## config.mk

```make
export PLATFORM = sky130hd
export DESIGN_NAME = ula_ctrl
export DESIGN_NICKNAME = d
export VERILOG_FILES = /design/src/rtl/ula_ctrl.sv
export SDC_FILE = /design/constraint.sdc
export NUM_CORES = 1
export LEC_CHECK = 0
export CAP_MARGIN = 15
export CORE_ASPECT_RATIO = 2
export CORE_MARGIN = 3
export CORE_UTILIZATION = 35
export CTS_CLUSTER_SIZE = 40
export DETAILED_ROUTE_END_ITERATION = 6
export PLACE_DENSITY = 0.69
export SYNTH_ARGS = -nofsm -noshare
export SYNTH_HDL_FRONTEND = slang
export SYNTH_SLANG_ARGS = --single-unit
```

## constraint.sdc

```tcl
create_clock -name clk -period 9.95 [get_ports clk]
set_clock_uncertainty 0.05 [all_clocks]
set_input_delay 1.99 -clock clk [delete_from_list [all_inputs] [get_ports clk]]
set_output_delay 1.99 -clock clk [all_outputs]
set_load 0.02 [all_outputs]
```

## src/rtl/ula_ctrl.sv

```systemverilog
// Four-cycle sequencer (IDLE/READ/EXEC/WB) that fetches operands, drives the ULA and writes back.
// One instruction per 4 cycles; in_ready is high only in IDLE, and in_valid is ignored while busy.
module ula_ctrl #(
  parameter int DATA_W  = 32,
  parameter int REG_AW  = 5,
  parameter int NUM_OPS = 16
) (
  input  logic              clk,
  input  logic              reset,
  input  logic              in_valid,
  output logic              in_ready,
  input  logic [31:0]       in_instr,
  output logic [REG_AW-1:0] rf_ra,
  output logic [REG_AW-1:0] rf_rb,
  input  logic [DATA_W-1:0] rf_da,
  input  logic [DATA_W-1:0] rf_db,
  output logic              rf_we,
  output logic [REG_AW-1:0] rf_wa,
  output logic [DATA_W-1:0] rf_wd,
  output logic [DATA_W-1:0] ula_a,
  output logic [DATA_W-1:0] ula_b,
  output logic [4:0]        ula_opcode,
  input  logic [DATA_W-1:0] ula_out,
  input  logic              ula_flag,
  output logic              flag,
  output logic              done,
  output logic              err
);

  localparam logic [1:0] S_IDLE = 2'd0;
  localparam logic [1:0] S_READ = 2'd1;
  localparam logic [1:0] S_EXEC = 2'd2;
  localparam logic [1:0] S_WB   = 2'd3;

  logic [1:0]        state;
  logic [31:0]       instr;
  logic [DATA_W-1:0] op_a;
  logic [DATA_W-1:0] op_b;
  logic [DATA_W-1:0] res;
  logic              fl;
  logic [4:0]        opc;
  logic [4:0]        rd;
  logic [11:0]       imm12;
  logic              legal;
  logic              idle_accepting;

  assign opc   = instr[31:27];
  assign rd    = instr[26:22];
  assign imm12 = instr[11:0];
  assign legal = int'({28'd0, opc[3:0]}) < NUM_OPS;

  // Addresses come straight from the offered word in IDLE so the synchronous read lands in READ.
  assign idle_accepting = (state == S_IDLE) && in_valid && !reset;
  assign rf_ra = idle_accepting ? REG_AW'(in_instr[21:17]) : REG_AW'(instr[21:17]);
  assign rf_rb = idle_accepting ? REG_AW'(in_instr[16:12]) : REG_AW'(instr[16:12]);

  assign in_ready   = (state == S_IDLE);
  assign done       = (state == S_WB);
  assign err        = done && !legal;
  assign rf_we      = done && legal && (rd != 5'd0);
  assign rf_wa      = REG_AW'(rd);
  assign rf_wd      = res;
  assign ula_a      = op_a;
  assign ula_b      = op_b;

  always_ff @(posedge clk or posedge reset) begin
    if (reset) begin
      state      <= S_IDLE;
      instr      <= '0;
      op_a       <= '0;
      op_b       <= '0;
      res        <= '0;
      fl         <= 1'b0;
      flag       <= 1'b0;
      ula_opcode <= '0;
    end else begin
      case (state)
        S_IDLE: begin
          if (in_valid) begin
            instr <= in_instr;
            state <= S_READ;
          end
        end
        S_READ: begin
          op_a       <= rf_da;
          op_b       <= opc[4] ? {{(DATA_W-12){imm12[11]}}, imm12} : rf_db;
          ula_opcode <= {1'b0, opc[3:0]};
          state      <= S_EXEC;
        end
        S_EXEC: begin
          res   <= ula_out;
          fl    <= ula_flag;
          state <= S_WB;
        end
        S_WB: begin
          // A write to r0 is suppressed but the flag still reflects the operation.
          if (legal) flag <= fl;
          state <= S_IDLE;
        end
        default: state <= S_IDLE;
      endcase
    end
  end

endmodule

```

Word level (Yosys, flattened, before mapping) --
Cells that the tools add are included.
Storage, ports and cells: output and inout bits 121, bits in registers 136, input bits 132, word-level logic and storage cells 24
Cells by class: mux-type cells 5, reduce and logical (&&, ||, !) cells 7, equal/unequal tests 4
Operators with widths (number):
- 32-bit two-way mux | 1
- 5-bit two-way mux | 2
- 2-bit case mux with 4 select lines | 1
- 5-bit nonzero test | 1
- 2-bit equality test (second input constant) | 2
- 1-bit logical AND | 3
- 2-bit by 1-bit equality test with 1-bit output (second input constant) | 1
- 2-bit zero test | 1
- 2-bit two-way mux | 1
- 2-bit != test (second input constant) | 1
- 2-bit AND reduction | 1
- 1-bit zero test | 1

Longest topological paths before layout --
depth in word-level cells 4, gate-level depth with buffers 6, gate-level depth less buffers 4

Least setup slack after synthesis --
Ideal clock, no wire load.
kind input port to output port, start point input reset, end point output rf_ra[0], required time 7.910 ns, arrival time 2.656 ns, cell stages on the path 3, buffers on the path 1, slack 5.254 ns, cells stage by stage nand3b_1 buf_4 mux2_4
Between the ends: word-level cells in the longest chain between the ends 3
RTL lines:
- start, declared | RTL line 9 | input logic reset,
- 1-bit zero test (no line)
- 1-bit logical AND | RTL line 53 | assign idle_accepting = (state == S_IDLE) && in_valid && !reset;
- 5-bit two-way mux | RTL line 54 | assign rf_ra = idle_accepting ? REG_AW'(in_instr[21:17]) : REG_AW'(instr[21:17]);
- end, declared | RTL line 13 | output logic [REG_AW-1:0] rf_ra,
Every way passes these cells.

Worst setup path in the final report --
start point input reset, end point output rf_ra[2]
The elaborated chain is that of the path after synthesis.

==> flow_summary.ini <==
[drt]
vias = 4040
wl_um = 15800
viasPerCell = 4.75
wire_per_inst_um = 18.6
drt_iter0_drc = 95
drcViolationCount = 0
antenna_left = 0
first_pass_iters = 6

[critical_path]
crit_type = primary input to output pin
critPathRequiredTime_ps = 7910
path_max_fanout = 10
endpoint_kind = output pin
worstSetupStartpointType = primary input
path_cells = clkdlybuf4s50_1 -> nand3b_1 -> mux2_4 -> clkdlybuf4s50_1
cpPeakStageDelay_ps = 590
regToRegStartpoint = state[0]$_DFFE_PP0P_
critical_path_arrival_ps = 4100
r2r_end = instr[30]$_DFFE_PP0P_
cp_common_cell = clkdlybuf4s50_1
r2r_cells = 4
slowest_stage = nand3b_1
regToRegSetupSlack_ps = 7730

[clocking]
cts_max_level = 4
clkLatencyLatePin_ps = 420
cts_tree = yes
cts.sinks = 136
numCtsBuffers = 17
cts.repair.resized = 0
clockBufferDepth = 2
cts_hold_buf = 0
clk_pin_slew_ps = 50
cts-root-buf = clkbuf_16
cts_setup_buffers = 0

[placement]
gp_congestion = 0.789
placed_area_mm2 = 0.00829
hpwl_um = 11700
io_buffers = 250
dp_slack_ps = 3780

[yosys]
synth_seq_cells = 136
syn_inst = 392
yosysSeqAreaShare_pct = 59.7
yosysWarnings = 0
synth.avg_cell_area_um2 = 14.5
ys_types = 21
synth_area_mm2 = 0.00570

[cells_and_area]
fin_util_pct = 56.4
multi_input_area_mm2 = 0.00209
mostFrequentLayoutCells = 250 x clkdlybuf4s50_1, 136 x dfrtp_1, 73 x mux2_2, 40 x mux2_4, 32 x nor2_1
seqCellArea_mm2 = 0.00340
final_area_mm2 = 0.00894
syn_to_final_growth_pct = 56.7
drive_above_1_share_pct = 23.3
fin_nets = 770
final_common_cell = clkdlybuf4s50_1
fillerInstances = 1331

[floorplanning]
die_height_um = 187
die_area_mm2 = 0.0180
core_mm2 = 0.0159
rows = 65
die_x_um = 96.3
start_util_pct = 36.0
io_pins = 253

[global_routing]
grt_remaining_overflow = 0
grt_pass1_wl_um = 24500
grt_pass1_vias = 4496
antenna_found_initial = 2
gr-usage-all-layers_pct = 18.3
grt_max_degree = 83

[timing]
relSlewSlack_pct = 26.2
hold_viol_final = 0
worst_pin_slew_ps = 1100
fin_setup_tns_ps = 0
grt_setup_unrepaired = no
setup_viol = 0
hold_slack_ps = 453
fmax_mhz = 163
finalCritPeriodShare_pct = 61.7
fin_crit_ps = 6140
report.final.slew_viol_count = 0
fin_ws_ps = 3810

[job]
timing.max_cap.violations = 0

[power_and_ir_drop]
power.share.switching_pct = 34.6
p_switching_mw = 1.14
p_leak_nw = 3.83
pwr-share-comb_pct = 49.2
max-vdd-ir-drop_mv = 0.209
pwr-share-seq_pct = 30.5
p_int_mw = 2.15
p_per_area_mw_per_mm2 = 369
clkPwrFrac_pct = 20.4

[min_path]
hold_start = ula_a[25]$_DFFE_PP0N_
hp-class = flip-flop to flip-flop
whs_endpoint = ula_a[25]$_DFFE_PP0N_
hold_depth = 1

[status]
outcome = finished, final reports clean
cells in the mapped netlist:
| cell type | number | area (um2) |
|---|---|---|
| a31oi_1 | 21 | 131 |
| nor2_1 | 32 | 120 |
| nand2_1 | 1 | 3.75 |
| nand3b_1 | 1 | 7.51 |
| mux2_4 | 40 | 601 |
| nand2b_1 | 22 | 138 |
| dfrtp_1 | 136 | 3400 |
| buf_4 | 16 | 120 |
| mux2_2 | 73 | 822 |
| conb_1 | 1 | 3.75 |
| clkbuf_1 | 2 | 7.51 |
| o22a_1 | 1 | 8.76 |
| mux2i_1 | 11 | 110 |
| o21a_1 | 1 | 7.51 |
| buf_2 | 11 | 55.1 |
| ha_1 | 4 | 50.1 |
| or4_1 | 1 | 7.51 |
| a21oi_1 | 11 | 55.1 |
| nand2_2 | 1 | 6.26 |
| buf_6 | 3 | 33.8 |
| inv_1 | 3 | 11.3 |
power by group through the flow:
| stage | Sequential, mW | Combinational, mW | Clock (mW) |
|---|---|---|---|
| 3_3_place_gp | 0.994 | 1.61 | 0 |
| 6_report | 1.00 | 1.62 | 0.671 |
| 2_1_floorplan | 1.24 | 0.726 | 0 |
| 3_5_place_dp | 1.01 | 1.64 | 0 |
| 5_1_grt | 1.04 | 1.73 | 0.712 |
| 4_1_cts | 1.01 | 1.64 | 0.690 |
cell type report:
type / count / share of cell area, %
sequential: 136 / 38.1
timing repair buffer: 254 / 28.3
clock buffer: 21 / 5.26
antenna: 2 / 0.0560
clock inverter: 11 / 1.90
multi-input combinational: 222 / 23.4
inverter: 3 / 0.182
tap: 201 / 2.81
flip-flops by register name (all words and copies together) (netlist names):
name        flops
ula_a          32
rf_wd          32
state           2
ula_opcode      4
fl              1
instr          32
ula_b          32
flag            1
per-stage QoR:
stage	instances	total power, mW
final	850	3.29
after global routing	850	3.48
after CTS	848	3.34
after detailed placement	816	2.65
after global placement	816	2.61
after floorplan	393	1.97
worst max path at each step:
stage	from	end	slack [ps]	cells after the start
3_5_place_dp	reset	rf_ra[2]	3780	4
2_1_floorplan	reset	fl$_DFFE_PP0N_	4270	1
4_1_cts	reset	rf_ra[2]	3790	4
5_1_grt	reset	rf_ra[2]	3730	4
3_3_place_gp	reset	rf_ra[1]	3850	4
6_report	reset	rf_ra[2]	3810	4
metal layers:
| layer | vias to the layer above | track usage (%) | routed length (um) |
|---|---|---|---|
| met3 | 39 | 4.32 | 838 |
| met1 | 1994 | 17.7 | 5110 |
| met2 | 160 | 33.3 | 9150 |
| met5 | - | 0 | 0 |
| li1 | 1847 | - | - |
| met4 | 0 | 11.2 | 713 |
cell families after synthesis:
family	Yosys count	synth area share [%]
AO/OA/AOI/OAI	34	3.55
buffers and inverters	35	3.99
multiplexers	124	26.9
flip-flops	136	59.7
adder cells (fa/ha/maj)	4	0.878
other	1	0.0658
AND/OR/NAND/NOR	58	4.96
worst max-delay path, delay by kind of cell:
family | cells | cell delay (ps)
mux | 1 | 480
simple gates | 1 | 590
buf+inv | 2 | 1030
(Power assumes the default switching activity.)
